==> src/rtl/cdc_sync_pkg.sv <==
// cdc_sync_pkg: shared constants, filter-counter sizing and edge encoding for cdc_sync_multi
package cdc_sync_pkg;
    localparam int CDC_MIN_STAGES = 2;
    typedef enum logic [1:0] {EDGE_NONE, EDGE_RISE, EDGE_FALL} edge_t;
    function automatic int cnt_width(input int filt_cyc);
        return $clog2(filt_cyc + 1);
    endfunction
endpackage

==> src/rtl/cdc_sync_chan.sv <==
// cdc_sync_chan: one channel's synchronizer chain, stability filter and registered edge pulses
module cdc_sync_chan
    import cdc_sync_pkg::*;
#(
    parameter int   STAGES   = 2,
    parameter int   FILT_CYC = 4,
    parameter logic RST_VAL  = 1'b0
) (
    input  logic  clk,
    input  logic  rstn,
    input  logic  d,
    output logic  q,
    output logic  rise,
    output logic  fall,
    output edge_t edge_nx
);
    localparam int CW = cnt_width(FILT_CYC);
    localparam logic [CW-1:0] CNT_LAST = CW'(FILT_CYC - 1);
    if (STAGES < CDC_MIN_STAGES) begin : g_bad_stages
        $error("cdc_sync_chan: STAGES must be >= %0d", CDC_MIN_STAGES);
    end
    (* ASYNC_REG = "TRUE" *) logic [STAGES-1:0] chain;
    logic [CW-1:0] cnt, cnt_nx;
    logic sync, hit;
    assign sync = chain[STAGES-1];
    always_comb begin
        hit     = (sync != q) && (cnt == CNT_LAST);
        cnt_nx  = (sync == q || hit) ? '0 : cnt + CW'(1);
        edge_nx = !hit ? EDGE_NONE : sync ? EDGE_RISE : EDGE_FALL;
    end
    always_ff @(posedge clk or negedge rstn) begin
        if (!rstn) begin
            chain <= {STAGES{RST_VAL}};
            cnt   <= '0;
            q     <= RST_VAL;
            rise  <= 1'b0;
            fall  <= 1'b0;
        end else begin
            chain <= {chain[STAGES-2:0], d};
            cnt   <= cnt_nx;
            q     <= hit ? sync : q;
            rise  <= edge_nx == EDGE_RISE;
            fall  <= edge_nx == EDGE_FALL;
        end
    end
endmodule

==> src/rtl/cdc_sync_multi.sv <==
// cdc_sync_multi: NCH-channel synchronizer + glitch filter + edge pulses; CDC_SYNC_STICKY_EN adds sticky event flags
module cdc_sync_multi
    import cdc_sync_pkg::*;
#(
    parameter int             NCH      = 4,
    parameter int             STAGES   = 2,
    parameter int             FILT_CYC = 4,
    parameter logic [NCH-1:0] RST_VAL  = '0
) (
    input  logic           clk,
    input  logic           rstn,
    input  logic [NCH-1:0] i_sig,
    output logic [NCH-1:0] o_sig_sync,
    output logic [NCH-1:0] o_rise,
    output logic [NCH-1:0] o_fall,
    output logic           o_any_chg
`ifdef CDC_SYNC_STICKY_EN
    ,
    input  logic [NCH-1:0] i_evt_clr,
    output logic [NCH-1:0] o_evt
`endif
);
    edge_t edg [NCH];
    logic [NCH-1:0] chg_nx;
    for (genvar g = 0; g < NCH; g++) begin : g_ch
        cdc_sync_chan #(
            .STAGES  (STAGES),
            .FILT_CYC(FILT_CYC),
            .RST_VAL (RST_VAL[g])
        ) u_chan (
            .clk    (clk),
            .rstn   (rstn),
            .d      (i_sig[g]),
            .q      (o_sig_sync[g]),
            .rise   (o_rise[g]),
            .fall   (o_fall[g]),
            .edge_nx(edg[g])
        );
        assign chg_nx[g] = edg[g] != EDGE_NONE;
    end
    always_ff @(posedge clk or negedge rstn) begin
        if (!rstn) o_any_chg <= 1'b0;
        else       o_any_chg <= |chg_nx;
    end
`ifdef CDC_SYNC_STICKY_EN
    // a new edge outranks a clear landing on the same cycle
    always_ff @(posedge clk or negedge rstn) begin
        if (!rstn) o_evt <= '0;
        else       o_evt <= chg_nx | (o_evt & ~i_evt_clr);
    end
`endif
endmodule

==> config.mk <==
export PLATFORM = sky130hd
export DESIGN_NAME = cdc_sync_multi
export DESIGN_NICKNAME = d
export VERILOG_FILES = /design/src/rtl/cdc_sync_pkg.sv /design/src/rtl/cdc_sync_chan.sv /design/src/rtl/cdc_sync_multi.sv
export SDC_FILE = /design/constraint.sdc
export NUM_CORES = 1
export LEC_CHECK = 0
export CORE_ASPECT_RATIO = 0.8
export CORE_MARGIN = 10
export CORE_UTILIZATION = 50
export CTS_CLUSTER_DIAMETER = 30
export DETAILED_ROUTE_END_ITERATION = 10
export PLACE_DENSITY_LB_ADDON = 0.3
export SETUP_SLACK_MARGIN = 0.3
export SKIP_LAST_GASP = 1
export SYNTH_ARGS = -nofsm -noshare
export SYNTH_HDL_FRONTEND = slang
export SYNTH_SLANG_ARGS = --single-unit
export TNS_END_PERCENT = 1
==> constraint.sdc <==
create_clock -name clk -period 2.5 [get_ports clk]
set_input_delay 0.375 -clock clk [delete_from_list [all_inputs] [get_ports clk]]
set_output_delay 0.375 -clock clk [all_outputs]
set_load 0.005 [all_outputs]
==> impl_metrics.tcl, run 1 <==
set metrics [dict create \
    synth_cells 102 \
    grt_overflow 0 \
    fp-row-count 16 \
    postCtsSetupBuffers 0 \
    vias 670 \
    required_ps 2120 \
    dp_hpwl_um 1330 \
    h-tree-depth 2 \
    cts.sinks 33 \
    r2r_end "g_ch[0].u_chan.q" \
    finalWirelength_um 1710 \
    arrival_ps 1260 \
    grt_usage_pct 8.21 \
    status "finished clean" \
    placed_area_um2 1410 \
    ys_seq_area_share_pct 65.0 \
    crit_cells 1 \
    ir_drop_mv 0.461 \
    fin_setup_tns_ps 0 \
    holdWs_ps 356 \
    cp_top_family "buffers and inverters" \
    tightest_slew_ps 388 \
    finClkSkew_ps 6.26 \
    post-route-util_pct 59.9 \
    synth.distinct_cells 14 \
    crit_buf_inv 1 \
    min_path_type "reg2reg" \
    syn_area_um2 1270 \
    syn_to_final_growth_pct 15.3 \
    stdcell_area_um2 1460 \
    wire_per_inst_um 11.2 \
    max-cap-violations 0 \
    viasPerCell 4.38 \
    critical_path.endpoint_type "output pin" \
    portBuffers 18 \
    timing_worst_setup_path_type "reg2out" \
    p_per_area_nw_per_um2 930 \
    synth_area_per_cell_um2 12.5 \
    route.detailed.drc 0 \
    post-route-period-util_pct 65.5 \
    reg2regPathDepth 3 \
    postCtsHoldBufs 0 \
    die_area_um2 4970 \
    die_h_um 65.1 \
    clock_latency_ps 320 \
    layout-drive-gt1-share_pct 6.84 \
    fmaxAchievable_ghz 0.611 \
    p_leak_uw 0.000723 \
    timing.rr.start "g_ch[0].u_chan.cnt[0]" \
    numCtsBuffers 5 \
    cts_resized 0 \
    fillers 211 \
    crit_fanout 4 \
    crit_chain "clkdlybuf4s50_1" \
    dp_slack_ps 1210 \
    cts_root_buf "clkbuf_4" \
    coreArea_um2 2440 \
    drt_iter0_drc 37 \
    cp-start-kind "flip-flop" \
    critical_path.max_stage_delay_ps 520 \
    ant_nets 0 \
    n_antenna_cell 0 \
    slowest_stage "clkdlybuf4s50_1" \
    syn_nets 116 \
    io_pins 19 \
    setup_viol 0 \
    final_hold_viol_count 0 \
    drv_slew 0 \
    ys_warn_count 0 \
    path_clk_slew_ps 90 \
    final_nets 130 \
    grt_max_degree 34 \
    start_util_pct 52.0 \
    drt_pass1_iterations 4 \
    final.setup.worst_slack_ps 862 \
    synth-seq-cells 33 \
    fp.dieW_um 76.3 \
    rsz0062_at_grt "false" \
    slew_headroom_pct 74.1 \
    crit_path_end "o_sig_sync[1]" \
    ff2ff_setup_slack_ps 1250 \
    antenna_found_initial 0 \
    fin_crit_ps 1640 \
    grt_pass1_vias 725 \
    globalplace.congestion 0.682 \
    worstSetupStartpoint "g_ch[1].u_chan.q" \
    cts_tree "done" \
    grt_pass1_wl_um 3130 \
    cts.path.max_buffers 2 \
]
worst min path at each step:
stage | from | end | slack [ps] | cells after the start
floorplan | rstn | g_ch[0].u_chan.chain[0] | 80 | 0
global placement | g_ch[3].u_chan.chain[0] | g_ch[3].u_chan.chain[1] | 330 | 0
detailed placement | g_ch[1].u_chan.chain[0] | g_ch[1].u_chan.chain[1] | 340 | 0
CTS | g_ch[1].u_chan.chain[0] | g_ch[1].u_chan.chain[1] | 360 | 0
global route | g_ch[0].u_chan.chain[0] | g_ch[0].u_chan.chain[1] | 370 | 0
finish | g_ch[1].u_chan.chain[0] | g_ch[1].u_chan.chain[1] | 360 | 0
routing by layer:
metal	global-route usage, %	vias to the layer above	share of wire (%)
li1	-	334	-
met4	4.86	0	1.7
met1	7.37	315	41
met2	14.1	17	50
met5	0	-	0
met3	5.10	4	7.5
cells in the mapped netlist:
cell type / number / area [µm²]
a22oi_1: 2 / 15.0
and3b_1: 2 / 17.5
buf_4: 12 / 90.1
dfrtp_1: 33 / 826
ha_1: 8 / 100
inv_1: 11 / 41.3
mux2_1: 1 / 11.3
nand2_1: 4 / 15.0
nand2b_1: 4 / 25.0
nor2_1: 15 / 56.3
nor3b_1: 3 / 22.5
o21ai_0: 1 / 5.00
o21ai_1: 2 / 10.0
xor2_1: 4 / 35.0
state kept, by name, indices dropped and copies added (netlist names):
register / flops
g_ch.u_chan.rise: 4
g_ch.u_chan.fall: 4
g_ch.u_chan.q: 4
g_ch.u_chan.chain: 8
o_any_chg: 1
g_ch.u_chan.cnt: 12
cell usage in the layout, fill, tap and decap left out:
cell type,count
a22oi_1,2
and3b_1,2
buf_4,1
clkbuf_1,1
clkbuf_4,5
clkdlybuf4s50_1,18
clkinv_2,2
dfrtp_1,33
ha_1,8
inv_1,11
mux2_1,1
nand2_1,4
nand2b_1,4
nor2_1,15
nor3b_1,3
o21ai_0,1
o21ai_1,2
xor2_1,4
kinds of logic after synthesis:
| logic type | Yosys count | synth area share [%] |
|---|---|---|
| and+or+nand+nor | 28 | 10.7 |
| buffers and inverters | 23 | 10.3 |
| muxes | 1 | 0.887 |
| AOI/OAI and AO/OA | 5 | 2.36 |
| adders and majority gates | 8 | 7.88 |
| DFF | 33 | 65.0 |
| xor gates and xnor gates | 4 | 2.76 |
where the power goes:
group | switching [µW] | internal (µW) | total, µW | leakage, µW
registers | 67.3 | 652 | 719 | 0.000426
clock network | 167 | 107 | 274 | 0.0000320
logic | 179 | 189 | 368 | 0.000265
layout make-up:
| type | count | area [µm²] | area share (%) |
|---|---|---|---|
| clock buffer | 6 | 41.3 | 2.82 |
| tap | 36 | 45.0 | 3.08 |
| sequential | 33 | 826 | 56.4 |
| timing repair buffer | 19 | 188 | 12.8 |
| clock inverter | 2 | 10.0 | 0.684 |
| multi-input combinational | 46 | 313 | 21.4 |
| inverter | 11 | 41.3 | 2.82 |
stage by stage:
step | total power [µW] | instances
finish | 1360 | 153
global route | 1480 | 153
CTS | 1390 | 153
detailed placement | 1110 | 145
global placement | 1080 | 145
floorplan | 988 | 102
worst reg2reg max path, cell delays in order (launching register included):
cell and delay (ps):
dfrtp_1 400, ha_1 200, ha_1 230, mux2_1 320
Power figures use the tool's default switching activity.
==> run 2, diff against run 1 <==
--- a/config.mk
+++ b/config.mk
@@ -7,7 +7,7 @@
 export LEC_CHECK = 0
 export CORE_ASPECT_RATIO = 0.8
 export CORE_MARGIN = 10
-export CORE_UTILIZATION = 50
+export CORE_UTILIZATION = 46
 export CTS_CLUSTER_DIAMETER = 30
 export DETAILED_ROUTE_END_ITERATION = 10
 export PLACE_DENSITY_LB_ADDON = 0.3
==> constraint.sdc (replaced) <==
create_clock -name clk -period 1.41 [get_ports clk]
set_input_delay 0.2115 -clock clk [delete_from_list [all_inputs] [get_ports clk]]
set_output_delay 0.2115 -clock clk [all_outputs]
set_load 0.005 [all_outputs]
==> run 2 against run 1 <==
  * Total power grew 98%
  * Register-to-register slack lost 1000 ps
  * Hold slack lost 140 ps
  * Cell count grew 2.6%
  * Combinational power grew 130%
  * Count of clock-buffer cells in the layout grew 1
  * Largest power group unchanged
  * Highest routed layer unchanged
==> impl_metrics.tcl, run 2 (same netlist as run 1, synthesis figures left out) <==
set metrics [dict create \
    status "finished clean" \
    setup_viol 0 \
    timing_worst_setup_path_type "reg2reg" \
    top_regs "g_ch.u_chan.cnt x12, g_ch.u_chan.chain x8" \
    clock_latency_ps 340 \
    grt_overflow 0 \
    finClkSkew_ps 11.4 \
    postCtsHoldBufs 0 \
    fin_setup_tns_ps 0 \
    p_per_area_nw_per_um2 1710 \
    layout-drive-gt1-share_pct 21.5 \
    n_antenna_cell 0 \
    crit_fanout 5 \
    numCtsBuffers 5 \
    vias 706 \
    final.setup.worst_slack_ps 236 \
    ir_drop_mv 0.884 \
    final_nets 134 \
    grt_max_degree 34 \
    cts_root_buf "clkbuf_4" \
    portBuffers 18 \
    io_pins 19 \
    start_util_pct 50.0 \
    p_leak_uw 0.000776 \
    tightest_slew_ps 394 \
    placed_area_um2 1440 \
    required_ps 1650 \
    drt_iter0_drc 40 \
    cp_top_family "adder cells" \
    critical_path.max_stage_delay_ps 390 \
    drv_slew 0 \
    finalWirelength_um 1910 \
    fmaxAchievable_ghz 0.851 \
    h-tree-depth 2 \
    fin_crit_ps 1170 \
    final_hold_viol_count 0 \
    coreArea_um2 2540 \
    cts_tree "done" \
    crit_buf_inv 0 \
    final_common_cell "dfrtp_1" \
    route.detailed.drc 0 \
    drt_pass1_iterations 4 \
    dp_hpwl_um 1280 \
    min_path_type "in2async" \
    post-route-period-util_pct 83.3 \
    path_clk_slew_ps 100 \
    rsz0062_at_grt "true" \
    slew_headroom_pct 73.6 \
    fp-row-count 16 \
    max-cap-violations 0 \
    grt_usage_pct 8.33 \
    wire_per_inst_um 12.2 \
    total_power_uw 2700 \
    critical_path.endpoint_type "flip-flop" \
    cp-start-kind "flip-flop" \
    mostFrequentLayoutCells "33 x dfrtp_1, 15 x nor2_1, 11 x inv_1, 11 x clkdlybuf4s15_1" \
    antenna_found_initial 0 \
    globalplace.congestion 0.680 \
    ant_nets 0 \
    fp.dieW_um 78.7 \
    dp_slack_ps 229 \
    viasPerCell 4.50 \
    arrival_ps 1410 \
    syn_to_final_growth_pct 24.3 \
    largest_register_ffs 12 \
    crit_chain "ha_1, ha_1, a22oi_2, nand2_1" \
    die_h_um 67.0 \
    stdcell_area_um2 1580 \
    cp_common_cell "ha_1" \
    cts.path.max_buffers 2 \
    cts.sinks 33 \
    top_register "g_ch.u_chan.cnt" \
    die_area_um2 5280 \
    slowest_stage "dfrtp_1" \
    grt_pass1_vias 778 \
    grt_pass1_wl_um 3290 \
]
run 2: what timing repair did:
action / 4_1_cts / 5_1_grt
resized for setup: 29 / 8
pin swaps: 1 / 1
setup buffers: 4 / 0
hold endpoints to repair: 0 / 0
setup endpoints to repair: 26 / 30
run 2: power breakdown:
| part | internal [µW] | switching (µW) | leakage (µW) |
|---|---|---|---|
| clock network | 289 | 310 | 0.0000413 |
| logic | 431 | 425 | 0.000309 |
| registers | 1160 | 88.3 | 0.000426 |
run 2: cell type report:
cell class / count / area (µm²)
repair buffers: 23 / 220
fillers: 210 / 963
multi-input cells: 46 / 377
flip-flops and latches: 33 / 826
inverters: 11 / 41.3
clock buffers: 7 / 65.1
clock inverters: 1 / 5.00
well taps: 36 / 45.0
run 2: metal layers:
metal | share of wire (%) | global-route usage, % | wire length, µm
met4 | 2.8 | 7.37 | 53
met3 | 8.8 | 3.89 | 167
met1 | 39 | 7.86 | 743
met5 | 0 | 0 | 0
met2 | 49 | 13.6 | 943
run 2: worst paths after layout:
| check | from | to | slack, ps | cells after the start |
|---|---|---|---|---|
| setup / recovery | g_ch[3].u_chan.cnt[0] | o_any_chg | 240 | 4 |
| hold / removal | rstn | g_ch[2].u_chan.cnt[1] | 220 | 2 |
| setup reg to reg | g_ch[3].u_chan.cnt[0] | o_any_chg | 240 | 4 |
| hold reg to reg | g_ch[3].u_chan.chain[0] | g_ch[3].u_chan.chain[1] | 360 | 0 |
| max in group asynchronous | rstn | g_ch[1].u_chan.chain[1] | 1020 | 2 |
| min in group clk | i_sig[2] | g_ch[2].u_chan.chain[0] | 300 | 1 |
run 2: metrics by stage:
step / utilization [%] / cells / hold WS (ps)
5_1_grt: 62.1 / 157 / 223
2_1_floorplan: - / 102 / -84.1
4_1_cts: 60.6 / 157 / 213
3_3_place_gp: 56.8 / 145 / 335
6_report: 62.1 / 157 / 221
3_5_place_dp: 56.8 / 145 / 337
==> run 3, diff against run 2 <==
--- a/config.mk
+++ b/config.mk
@@ -7,7 +7,7 @@
 export LEC_CHECK = 0
 export CORE_ASPECT_RATIO = 0.8
 export CORE_MARGIN = 10
-export CORE_UTILIZATION = 46
+export CORE_UTILIZATION = 50
 export CTS_CLUSTER_DIAMETER = 30
 export DETAILED_ROUTE_END_ITERATION = 10
 export PLACE_DENSITY_LB_ADDON = 0.3
==> constraint.sdc (replaced) <==
create_clock -name clk -period 1.2 [get_ports clk]
set_input_delay 0.18 -clock clk [delete_from_list [all_inputs] [get_ports clk]]
set_output_delay 0.18 -clock clk [all_outputs]
set_load 0.005 [all_outputs]
==> run 3 against run 2 <==
  * Combinational power up 43%
  * Sequential power up 19%
  * Wire length up 14%
  * Maximum frequency up 2.8%
  * Cell area up 4.8%
  * Largest cell class unchanged
==> impl_metrics.tcl, run 3 (same netlist as run 1, synthesis figures left out) <==
set metrics [dict create \
    status "finished clean" \
    n_antenna_cell 0 \
    grt_usage_pct 8.85 \
    combinationalPowerShare_pct 36.9 \
    crit_buf_inv 0 \
    vias 726 \
    final_hold_viol_count 0 \
    post-route-period-util_pct 95.2 \
    fin_crit_ps 1140 \
    grt_max_degree 34 \
    slowest_stage "dfrtp_1" \
    critical_path.max_stage_delay_ps 400 \
    fmaxAchievable_ghz 0.876 \
    register_area_um2 826 \
    cts.path.max_buffers 2 \
    timing_worst_setup_path_type "reg2reg" \
    setup_viol 0 \
    multi_input_area_um2 443 \
    drt_iter0_drc 20 \
    rsz0062_at_grt "true" \
    cp-start-kind "flip-flop" \
    postCtsHoldBufs 0 \
    cts.sinks 33 \
    required_ps 1440 \
    crit_fanout 5 \
    fillers 192 \
    top_regs "g_ch.u_chan.cnt x12, g_ch.u_chan.chain x8" \
    critical_path.endpoint_type "flip-flop" \
    p_per_area_nw_per_um2 1990 \
    gr-usage-met1_pct 8.52 \
    top_register "g_ch.u_chan.cnt" \
    p_clk_share_pct 18.3 \
    cts_root_buf "clkbuf_4" \
    dp_hpwl_um 1340 \
    layout-drive-gt1-share_pct 24.6 \
    coreArea_um2 2440 \
    h-tree-depth 2 \
    arrival_ps 1380 \
    placed_area_um2 1440 \
    antenna_found_initial 0 \
    ir_drop_mv 0.942 \
    p_seq_share_pct 44.8 \
    fp-row-count 16 \
    stdcell_area_um2 1650 \
    sw_frac_of_total_pct 31.2 \
    drt_pass1_iterations 4 \
    p_leak_uw 0.000794 \
    io_pins 19 \
    intPower_uw 2270 \
    post-route-util_pct 67.7 \
    max-cap-violations 0 \
    grt_overflow 0 \
    grt_pass1_vias 773 \
    portBuffers 18 \
    syn_to_final_growth_pct 30.2 \
    mostFrequentLayoutCells "33 x dfrtp_1, 15 x nor2_1, 11 x inv_1, 9 x clkdlybuf4s15_1" \
    clock_latency_ps 320 \
    cts_tree "done" \
    final_nets 136 \
    use_met3_pct 3.99 \
    grt_pass1_wl_um 3390 \
    start_util_pct 52.0 \
    wire_per_inst_um 13.7 \
    slew_headroom_pct 77.7 \
    largest_register_ffs 12 \
    drv_slew 0 \
    finClkSkew_ps 12.8 \
    die_area_um2 4970 \
    numCtsBuffers 5 \
    gr-max-usage-layer "met2" \
    ant_nets 0 \
    globalplace.congestion 0.690 \
    cp_top_family "flip-flops" \
    die_h_um 65.1 \
    tightest_slew_ps 333 \
    route.detailed.drc 0 \
    finalWirelength_um 2170 \
    use_met2_pct 15.1 \
    crit_chain "ha_2, ha_4, nand2b_4, nor2_1" \
    viasPerCell 4.59 \
    p_switching_uw 1030 \
    min_path_type "in2async" \
    path_clk_slew_ps 100 \
    final_common_cell "dfrtp_1" \
    fp.dieW_um 76.3 \
]
-- run 3: layout make-up --
class                           count  share of cell area (%)
Tap cell                           36                    2.72
Timing Repair Buffer               25                    14.8
Multi-Input combinational cell     46                    26.8
Inverter                           11                    2.50
Sequential cell                    33                    49.9
Clock buffer                        7                    3.33
-- run 3: power groups by stage --
stage | sequential [µW] | clock [µW] | combinational, µW
after detailed placement | 1530 | 0 | 835
after global placement | 1510 | 0 | 795
final | 1480 | 602 | 1220
after global routing | 1510 | 680 | 1360
after floorplan | 1500 | 0 | 596
after CTS | 1470 | 629 | 1060
-- run 3: through the flow --
stage / std cells / hold WS [ps] / setup TNS, ps / setup WS [ps] / power [µW]
2_1_floorplan: 102 / -116 / 0 / 91.1 / 2090
3_3_place_gp: 145 / 334 / 0 / 12.1 / 2310
3_5_place_dp: 145 / 336 / -20.0 / -20.0 / 2370
4_1_cts: 156 / 212 / 0 / 52.1 / 3160
5_1_grt: 158 / 205 / 0 / 14.7 / 3540
6_report: 158 / 212 / 0 / 58.0 / 3300
-- run 3: worst register-to-register path, cell delays in order, from the launching register on --
cell and delay, ps:
dfrtp_1 400, ha_2 200, ha_4 170, nand2b_4 150, nor2_1 130
-- run 3: what timing repair did --
item / CTS / global route
setup buffers: 4 / 2
setup endpoints to repair: 38 / 38
hold endpoints to repair: 0 / 0
pin swaps: 1 / 3
gates resized for setup: 33 / 8
-- run 3: path summary, 6_finish.rpt --
check | to | start | slack (ps) | cells past startpoint
worst min register to register | g_ch[3].u_chan.chain[1] | g_ch[3].u_chan.chain[0] | 350 | 0
worst min-delay path | g_ch[2].u_chan.rise | rstn | 210 | 2
worst max-delay path | g_ch[2].u_chan.cnt[1] | g_ch[2].u_chan.cnt[0] | 60 | 4
min in group clk | g_ch[2].u_chan.chain[0] | i_sig[2] | 300 | 1
worst max register to register | g_ch[2].u_chan.cnt[1] | g_ch[2].u_chan.cnt[0] | 60 | 4
max in group asynchronous | g_ch[0].u_chan.chain[1] | rstn | 810 | 2
-- run 3: layer usage --
metal | up-vias | wire [µm]
met5 | - | 0
met4 | 0 | 38
met3 | 5 | 111
met2 | 16 | 1180
met1 | 357 | 842
li1 | 348 | -
